===== src/rtl/display_pkg.sv =====
// rtl/display_pkg.sv - shared segment constants, digit indices and glyph table for the HH:MM display
package display_pkg;

    localparam logic [6:0] SEG_BLANK = 7'h7F;
    localparam logic [6:0] SEG_DASH  = 7'h3F;

    localparam logic [1:0] DIG_H1 = 2'd3;
    localparam logic [1:0] DIG_H2 = 2'd2;
    localparam logic [1:0] DIG_M1 = 2'd1;
    localparam logic [1:0] DIG_M2 = 2'd0;

    typedef struct packed {
        logic [1:0] h1;
        logic [3:0] h2;
        logic [2:0] m1;
        logic [3:0] m2;
        logic       adjust;
        logic       field_sel;
        logic       colon;
    } snap_t;

    // Active-low {g,f,e,d,c,b,a}; anything outside 0-9 falls back to a dash.
    function automatic logic [6:0] seg_glyph(input logic [3:0] v);
        case (v)
            4'd0:    seg_glyph = 7'h40;
            4'd1:    seg_glyph = 7'h79;
            4'd2:    seg_glyph = 7'h24;
            4'd3:    seg_glyph = 7'h30;
            4'd4:    seg_glyph = 7'h19;
            4'd5:    seg_glyph = 7'h12;
            4'd6:    seg_glyph = 7'h02;
            4'd7:    seg_glyph = 7'h78;
            4'd8:    seg_glyph = 7'h00;
            4'd9:    seg_glyph = 7'h10;
            default: seg_glyph = SEG_DASH;
        endcase
    endfunction

endpackage


===== src/rtl/time_display_scan_if.sv =====
// rtl/time_display_scan_if.sv - time digit inputs and multiplexed segment outputs
interface time_display_scan_if;
    logic [1:0] H1;
    logic [3:0] H2;
    logic [2:0] M1;
    logic [3:0] M2;
    logic       adjust;
    logic       field_sel;
    logic       colon;
    logic [3:0] anode;
    logic [6:0] seg;
    logic       dp;

    modport master (
        output H1, H2, M1, M2, adjust, field_sel, colon,
        input  anode, seg, dp
    );

    modport slave (
        input  H1, H2, M1, M2, adjust, field_sel, colon,
        output anode, seg, dp
    );
endinterface


===== src/rtl/bcd_to_seg7.sv =====
// rtl/bcd_to_seg7.sv - BCD digit to active-low seven-segment pattern with per-field range check
module bcd_to_seg7
    import display_pkg::*;
(
    input  logic [3:0] value,
    input  logic [3:0] max_value,
    output logic [6:0] pattern
);

    assign pattern = (value > max_value) ? SEG_DASH : seg_glyph(value);

endmodule


===== src/rtl/time_display_scan.sv =====
// rtl/time_display_scan.sv - four-digit multiplexed HH:MM scanner with per-frame snapshot and adjust blink
module time_display_scan
    import display_pkg::*;
#(
    parameter int SCAN_DIV     = 50000,
    parameter int BLINK_FRAMES = 125
) (
    input  logic                 clk,
    input  logic                 rst,
    time_display_scan_if.slave   disp
);

    localparam int PW = $clog2(SCAN_DIV);
    localparam int BW = (BLINK_FRAMES > 1) ? $clog2(BLINK_FRAMES) : 1;

    logic [PW-1:0] pcnt;
    logic [1:0]    dig;
    logic [BW-1:0] bcnt;
    logic          blink_phase;
    logic          adjust_q;
    snap_t         snap;

    logic          pwrap;
    logic          frame_wrap;
    logic          adjust_rise;
    logic [3:0]    dig_value;
    logic [3:0]    dig_max;
    logic [6:0]    dig_pattern;
    logic          blank;

    assign pwrap       = (pcnt == PW'(SCAN_DIV - 1));
    assign frame_wrap  = pwrap && (dig == DIG_M2);
    assign adjust_rise = disp.adjust && !adjust_q;

    always_ff @(posedge clk or negedge rst) begin
        if (!rst) begin
            pcnt <= '0;
            dig  <= DIG_H1;
        end else begin
            pcnt <= pwrap ? '0 : pcnt + PW'(1);
            if (pwrap)
                dig <= dig - 2'd1;
        end
    end

    // Latch the whole display state once per frame so a frame never mixes old and new time.
    always_ff @(posedge clk or negedge rst) begin
        if (!rst) begin
            snap <= '0;
        end else if (frame_wrap) begin
            snap <= '{h1: disp.H1, h2: disp.H2, m1: disp.M1, m2: disp.M2,
                      adjust: disp.adjust, field_sel: disp.field_sel, colon: disp.colon};
        end
    end

    // A fresh adjust entry restarts the blink so the edited field starts out visible.
    always_ff @(posedge clk or negedge rst) begin
        if (!rst) begin
            adjust_q    <= 1'b0;
            bcnt        <= '0;
            blink_phase <= 1'b0;
        end else begin
            adjust_q <= disp.adjust;
            if (adjust_rise) begin
                bcnt        <= '0;
                blink_phase <= 1'b0;
            end else if (frame_wrap) begin
                if (bcnt == BW'(BLINK_FRAMES - 1)) begin
                    bcnt        <= '0;
                    blink_phase <= ~blink_phase;
                end else begin
                    bcnt <= bcnt + BW'(1);
                end
            end
        end
    end

    always_comb begin
        dig_value = '0;
        dig_max   = '0;
        case (dig)
            DIG_H1: begin
                dig_value = {2'b00, snap.h1};
                dig_max   = 4'd2;
            end
            DIG_H2: begin
                dig_value = snap.h2;
                dig_max   = 4'd9;
            end
            DIG_M1: begin
                dig_value = {1'b0, snap.m1};
                dig_max   = 4'd5;
            end
            default: begin
                dig_value = snap.m2;
                dig_max   = 4'd9;
            end
        endcase
    end

    bcd_to_seg7 u_dec (
        .value     (dig_value),
        .max_value (dig_max),
        .pattern   (dig_pattern)
    );

    assign blank = snap.adjust && blink_phase &&
                   (snap.field_sel ? (dig <= DIG_M1) : (dig >= DIG_H2));

    // Anodes go dark for the first cycle of each slot to hide segment switching.
    always_ff @(posedge clk or negedge rst) begin
        if (!rst) begin
            disp.anode <= 4'hF;
            disp.seg   <= SEG_BLANK;
            disp.dp    <= 1'b1;
        end else begin
            disp.anode <= (pcnt == '0) ? 4'hF : ~(4'b0001 << dig);
            disp.seg   <= blank ? SEG_BLANK : dig_pattern;
            disp.dp    <= (dig == DIG_H2) ? ~snap.colon : 1'b1;
        end
    end

endmodule


===== src/flat_wrapper.sv =====
// flat-port wrapper written by rule: the top's interface ports become plain ports
module time_display_scan_flat import display_pkg::*;
#(
    parameter int SCAN_DIV     = 50000,
    parameter int BLINK_FRAMES = 125
)
  (clk, rst, disp_H1, disp_H2, disp_M1, disp_M2, disp_adjust, disp_field_sel, disp_colon, disp_anode, disp_seg, disp_dp);
  time_display_scan_if disp_i ();
  input  logic clk;
  input  logic rst;
  input wire logic [$bits(disp_i.H1)-1:0] disp_H1;
  input wire logic [$bits(disp_i.H2)-1:0] disp_H2;
  input wire logic [$bits(disp_i.M1)-1:0] disp_M1;
  input wire logic [$bits(disp_i.M2)-1:0] disp_M2;
  input wire logic [$bits(disp_i.adjust)-1:0] disp_adjust;
  input wire logic [$bits(disp_i.field_sel)-1:0] disp_field_sel;
  input wire logic [$bits(disp_i.colon)-1:0] disp_colon;
  output wire logic [$bits(disp_i.anode)-1:0] disp_anode;
  output wire logic [$bits(disp_i.seg)-1:0] disp_seg;
  output wire logic [$bits(disp_i.dp)-1:0] disp_dp;
  assign disp_i.H1 = disp_H1;
  assign disp_i.H2 = disp_H2;
  assign disp_i.M1 = disp_M1;
  assign disp_i.M2 = disp_M2;
  assign disp_i.adjust = disp_adjust;
  assign disp_i.field_sel = disp_field_sel;
  assign disp_i.colon = disp_colon;
  assign disp_anode = disp_i.anode;
  assign disp_seg = disp_i.seg;
  assign disp_dp = disp_i.dp;
  time_display_scan #(.SCAN_DIV(SCAN_DIV), .BLINK_FRAMES(BLINK_FRAMES)) u_core (.clk(clk), .rst(rst), .disp(disp_i));
endmodule

===== config.mk =====
export PLATFORM = sky130hd
export DESIGN_NAME = time_display_scan_flat
export DESIGN_NICKNAME = d
export VERILOG_FILES = /design/src/rtl/display_pkg.sv /design/src/rtl/time_display_scan_if.sv /design/src/rtl/bcd_to_seg7.sv /design/src/rtl/time_display_scan.sv /design/src/flat_wrapper.sv
export SDC_FILE = /design/constraint.sdc
export NUM_CORES = 1
export LEC_CHECK = 0
export CORE_ASPECT_RATIO = 0.75
export CORE_UTILIZATION = 57
export CTS_CLUSTER_DIAMETER = 120
export DETAILED_ROUTE_END_ITERATION = 10
export GPL_ROUTABILITY_DRIVEN = 0
export PLACE_DENSITY = 0.85
export RECOVER_POWER = 50
export REMOVE_ABC_BUFFERS = 1
export SLEW_MARGIN = 20
export SYNTH_ARGS = -nofsm -noshare
export SYNTH_HDL_FRONTEND = slang
export SYNTH_SLANG_ARGS = --single-unit

===== constraint.sdc =====
create_clock -name clk -period 6.2 [get_ports clk]
set_clock_uncertainty 0.15 [all_clocks]
set_input_delay 1.86 -clock clk [delete_from_list [all_inputs] [get_ports clk]]
set_output_delay 1.86 -clock clk [all_outputs]
set_load 0.005 [all_outputs]

==> impl_metrics.prom <==
# TYPE chip_impl_metric gauge
chip_impl_info{name="worst_r2r_endpoint",value="u_core.disp.seg[3]$_DFF_PN1_"} 1
chip_impl_metric{name="finalPower",unit="uW"} 576
chip_impl_metric{name="post_cts_setup_driven_buffer_insertion_count",unit=""} 0
chip_impl_metric{name="timing.critical_path.slowest_cell_delay",unit="ns"} 0.54
chip_impl_metric{name="synthesis.area_per_instance",unit="sq um"} 9.46
chip_impl_metric{name="regArea",unit="sq mm"} 0.00139
chip_impl_metric{name="drt_iter0_drc",unit=""} 204
chip_impl_metric{name="port_bufs",unit=""} 29
chip_impl_info{name="worstSetupPathType",value="flop to primary output"} 1
chip_impl_info{name="netlist_top_cells_count",value="sky130_fd_sc_hd__nand2_1 (73), sky130_fd_sc_hd__dfrtp_1 (41), sky130_fd_sc_hd__nor2_1 (20)"} 1
chip_impl_metric{name="ys_seq_elements",unit=""} 55
chip_impl_metric{name="nFillCells",unit=""} 344
chip_impl_metric{name="synth_unique_cells",unit=""} 46
chip_impl_metric{name="drt_pass1_iterations",unit=""} 4
chip_impl_info{name="timing.critical_path.cells",value="clkdlybuf4s50_1"} 1
chip_impl_metric{name="floorplan.initialDensity",unit="%"} 60.7
chip_impl_metric{name="post_drt_wl_per_cell",unit="um"} 13.9
chip_impl_metric{name="clk_transition_reported_paths",unit="ns"} 0.10
chip_impl_metric{name="synth_area",unit="sq mm"} 0.00276
chip_impl_metric{name="grt_pass1_vias",unit=""} 1989
chip_impl_metric{name="clock_buffer_count_from_cts",unit=""} 5
chip_impl_metric{name="cts_resized",unit=""} 0
chip_impl_info{name="setup.worst_path.end_class",value="primary output"} 1
chip_impl_info{name="slowest_stage",value="sky130_fd_sc_hd__dfstp_2"} 1
chip_impl_info{name="clk_root_buffer_cell",value="sky130_fd_sc_hd__clkbuf_8"} 1
chip_impl_metric{name="multi_input_comb_area",unit="sq mm"} 0.00126
chip_impl_info{name="rsz0062_at_grt",value="no"} 1
chip_impl_metric{name="relative_slew_margins",unit="%"} 40.6
chip_impl_metric{name="timing.reg2reg.setup_slack",unit="ns"} 2.88
chip_impl_metric{name="drt-total-wl",unit="um"} 5290
chip_impl_metric{name="rows",unit=""} 21
chip_impl_metric{name="detailedPlace.worstSlack",unit="ns"} 2.94
chip_impl_info{name="synth.area.top_cells",value="sky130_fd_sc_hd__dfrtp_1 (37%), sky130_fd_sc_hd__dfstp_2 (13%), sky130_fd_sc_hd__nand2_1 (9.9%)"} 1
chip_impl_metric{name="cp.required",unit="ns"} 4.19
chip_impl_metric{name="postSynthCellCount",unit=""} 292
chip_impl_metric{name="power.share.combinational",unit="%"} 3.2
chip_impl_metric{name="internal_dissipation",unit="uW"} 450
chip_impl_metric{name="worst-slew-pin-transition",unit="ns"} 0.882
chip_impl_metric{name="largest_fanout_of_any_net_on_the_critical_path",unit=""} 1
chip_impl_metric{name="yosys.area.top_type_share",unit="%"} 37.2
chip_impl_metric{name="layout_area_overhead",unit="%"} 14.6
chip_impl_metric{name="finalSetupViolCount",unit=""} 0
chip_impl_metric{name="max_clock_freq",unit="GHz"} 0.298
chip_impl_metric{name="antennaDiodeCount",unit=""} 0
chip_impl_metric{name="asr_flop_ratio_synth",unit="%"} 100
chip_impl_metric{name="boundaryPins",unit=""} 30
chip_impl_metric{name="yosys_warnings",unit=""} 0
chip_impl_metric{name="power.clock.fraction",unit="%"} 34.5
chip_impl_metric{name="power_leakage",unit="uW"} 0.00139
chip_impl_metric{name="drive_gt1_share",unit="%"} 8.05
chip_impl_metric{name="coreArea",unit="sq mm"} 0.00455
chip_impl_metric{name="ir_worst_vdd",unit="mV"} 0.132
chip_impl_metric{name="worst_endpoint_data_arrival_time",unit="ns"} 1.34
chip_impl_metric{name="fin_crit_sh",unit="%"} 54.1
chip_impl_info{name="crit_family",value="flip-flops"} 1
chip_impl_metric{name="critical_path_buf_inv_count",unit=""} 1
chip_impl_metric{name="grt_remaining_overflow",unit=""} 0
chip_impl_metric{name="p_switching",unit="uW"} 126
chip_impl_info{name="critical_path.startpoint_type",value="flop"} 1
chip_impl_metric{name="drc_errors",unit=""} 0
chip_impl_metric{name="worst-r2r-cell-count",unit=""} 11
chip_impl_metric{name="grt_max_degree",unit=""} 56
chip_impl_metric{name="dp_hpwl",unit="um"} 3760
chip_impl_metric{name="final.setup.worst_slack",unit="ns"} 2.85
chip_impl_metric{name="fin_util",unit="%"} 69.6
chip_impl_metric{name="clock_sink_count",unit=""} 55
chip_impl_metric{name="timing_hold_violations_final",unit=""} 0
chip_impl_metric{name="height_of_the_die",unit="um"} 62.3
chip_impl_metric{name="clock_path_buffers",unit=""} 2
chip_impl_metric{name="slew_viol_final",unit=""} 0
chip_impl_info{name="postSynth.topFlopCell",value="sky130_fd_sc_hd__dfrtp_1"} 1
chip_impl_metric{name="final.setup.tns",unit="ns"} 0
chip_impl_metric{name="ctsHtreeMaxLevel",unit=""} 2
chip_impl_metric{name="synth-edff-count",unit=""} 0
chip_impl_metric{name="cts-hold-fix-buffers",unit=""} 0
chip_impl_info{name="worstHoldEndpoint",value="u_core.disp.dp$_DFF_PN1_"} 1
chip_impl_metric{name="finish.net_count",unit=""} 357
chip_impl_info{name="clock_tree_from_tritoncts",value="built"} 1
chip_impl_metric{name="fin_area",unit="sq mm"} 0.00316
chip_impl_metric{name="placed_cell_area",unit="sq mm"} 0.00309
chip_impl_metric{name="switching_share",unit="%"} 21.9
chip_impl_metric{name="p_seq_share",unit="%"} 62.4
chip_impl_metric{name="antenna_violating_nets_post_route",unit=""} 0
chip_impl_metric{name="via_count",unit=""} 2126
chip_impl_metric{name="fp.dieW",unit="um"} 82.4
chip_impl_metric{name="grt_pass1_wl",unit="um"} 9160
chip_impl_info{name="synthMostInstantiatedCell",value="sky130_fd_sc_hd__nand2_1"} 1
chip_impl_metric{name="antenna_violations_before_repair",unit=""} 0
chip_impl_info{name="synth_top_cell_by_area",value="sky130_fd_sc_hd__dfrtp_1"} 1
chip_impl_metric{name="fin_crit_period",unit="ns"} 3.35
chip_impl_metric{name="post_drt_via_cell_ratio",unit=""} 5.59
chip_impl_metric{name="gr_util_all_layers",unit="%"} 23.5
chip_impl_info{name="reg2reg_from",value="u_core.dig[0]$_DFFE_PN1N_"} 1
chip_impl_metric{name="die_area",unit="sq mm"} 0.00513
chip_impl_metric{name="drv.max_cap_violation_count",unit=""} 0
chip_impl_metric{name="clk-insertion-delay-late",unit="ns"} 0.32
chip_impl_metric{name="power.density",unit="mW/mm^2"} 182
chip_impl_info{name="hp-start",value="u_core.snap[0]$_DFFE_PN0P_"} 1
chip_impl_info{name="outcome",value="finished, final reports clean"} 1
chip_impl_metric{name="whs_path_depth",unit=""} 1
chip_impl_metric{name="ys_seq_area_share",unit="%"} 50.5
chip_impl_info{name="timing.hold.worst.class",value="flop to flop"} 1
==> power groups by stage <==
stage | clock, uW | combinational [uW] | sequential, uW
detailed placement | 0 | 18.8 | 366
CTS | 204 | 18.9 | 359
global route | 219 | 20.7 | 359
global placement | 0 | 18.6 | 366
finish | 199 | 18.2 | 359
floorplan | 0 | 0.816 | 366
==> registers in the layout, indices dropped and copies added (netlist names) <==
| name | flops |
|---|---|
| u_core.blink_phase | 1 |
| u_core.bcnt | 7 |
| u_core.adjust_q | 1 |
| u_core.pcnt | 16 |
| u_core.disp.anode | 4 |
| u_core.disp.dp | 1 |
| u_core.disp.seg | 7 |
| u_core.snap | 16 |
| u_core.dig | 2 |
==> how the worst max path moves through the flow <==
stage,startpoint,to,depth (start not counted)
after global routing,u_core.pcnt[13]$_DFF_PN0_,u_core.bcnt[5]$_DFFE_PN0P_,5
after global placement,disp_adjust,u_core.blink_phase$_DFFE_PN0P_,3
after floorplan,u_core.dig[0]$_DFFE_PN1N_,u_core.disp.seg[6]$_DFF_PN1_,11
after CTS,u_core.disp.anode[2]$_DFF_PN1_,disp_anode[2],1
final,u_core.disp.anode[2]$_DFF_PN1_,disp_anode[2],1
after detailed placement,disp_adjust,u_core.blink_phase$_DFFE_PN0P_,3
==> worst register-to-register path, cell delays in order (launching register included) <==
cell	delay [ns]
sky130_fd_sc_hd__dfstp_1	0.62
sky130_fd_sc_hd__inv_1	0.13
sky130_fd_sc_hd__ha_1	0.32
sky130_fd_sc_hd__a22oi_1	0.24
sky130_fd_sc_hd__o21a_1	0.24
sky130_fd_sc_hd__inv_1	0.13
sky130_fd_sc_hd__ha_1	0.35
sky130_fd_sc_hd__nor4bb_1	0.15
sky130_fd_sc_hd__a211o_1	0.27
sky130_fd_sc_hd__a41oi_1	0.19
sky130_fd_sc_hd__o2bb2ai_1	0.26
sky130_fd_sc_hd__o2111ai_1	0.17
==> routing by layer <==
metal  part of all wire, %  track usage [%]  routed length (um)  vias to the layer above
met5                     0                0                   0                        -
met4                   1.1             7.46                  60                        0
met3                   4.0             5.15                 210                        7
met2                    42             32.3                2240                       45
met1                    53             36.5                2780                     1025
li1                      -                -                   -                     1049
==> logic make-up (layout without fill, tap and decap cells) <==
logic type / count (synthesis) / after routing / synth area share (%)
AOI/OAI and AO/OA: 42 / 42 / 9.61
xor gates and xnor gates: 14 / 14 / 4.44
adders and majority gates: 17 / 17 / 7.70
buffers and inverters: 21 / 52 / 3.08
DFF: 55 / 55 / 50.5
muxes: 1 / 1 / 0.362
and+or+nand+nor: 142 / 142 / 24.3
==> layout make-up <==
type                    count  area share, %
clock buffers               6           2.29
clock inverters             2          0.514
inverters                  14           1.66
multi-input cells         216           40.0
flip-flops and latches     55           44.0
well taps                  57           2.25
repair buffers             30           9.25
==> stage by stage <==
stage / cells / hold WS [ns]
floorplan: 285 / 0.225
global placement: 372 / 0.280
detailed placement: 372 / 0.273
CTS: 380 / 0.299
global route: 380 / 0.309
finish: 380 / 0.293
==> cell usage in the layout (no fill, tap or decap), types with 2 or more instances in the layout <==
master                            instances
sky130_fd_sc_hd__nand2_1                 73
sky130_fd_sc_hd__dfrtp_1                 41
sky130_fd_sc_hd__clkdlybuf4s50_1         27
sky130_fd_sc_hd__nor2_1                  20
sky130_fd_sc_hd__ha_1                    17
sky130_fd_sc_hd__inv_1                   14
sky130_fd_sc_hd__a21oi_1                 14
sky130_fd_sc_hd__dfstp_2                 13
sky130_fd_sc_hd__nand3_1                 12
sky130_fd_sc_hd__o21ai_0                  8
sky130_fd_sc_hd__xor2_1                   7
sky130_fd_sc_hd__xnor2_1                  7
sky130_fd_sc_hd__nand4_1                  6
sky130_fd_sc_hd__or3_1                    6
sky130_fd_sc_hd__nor2b_1                  5
sky130_fd_sc_hd__a22oi_1                  5
sky130_fd_sc_hd__clkbuf_8                 5
sky130_fd_sc_hd__nor3_1                   4
sky130_fd_sc_hd__and3_1                   3
sky130_fd_sc_hd__nor4_1                   2
sky130_fd_sc_hd__a21o_1                   2
sky130_fd_sc_hd__o2111ai_1                2
sky130_fd_sc_hd__nand2b_1                 2
sky130_fd_sc_hd__o31ai_1                  2
Power figures use the tool's default switching activity.
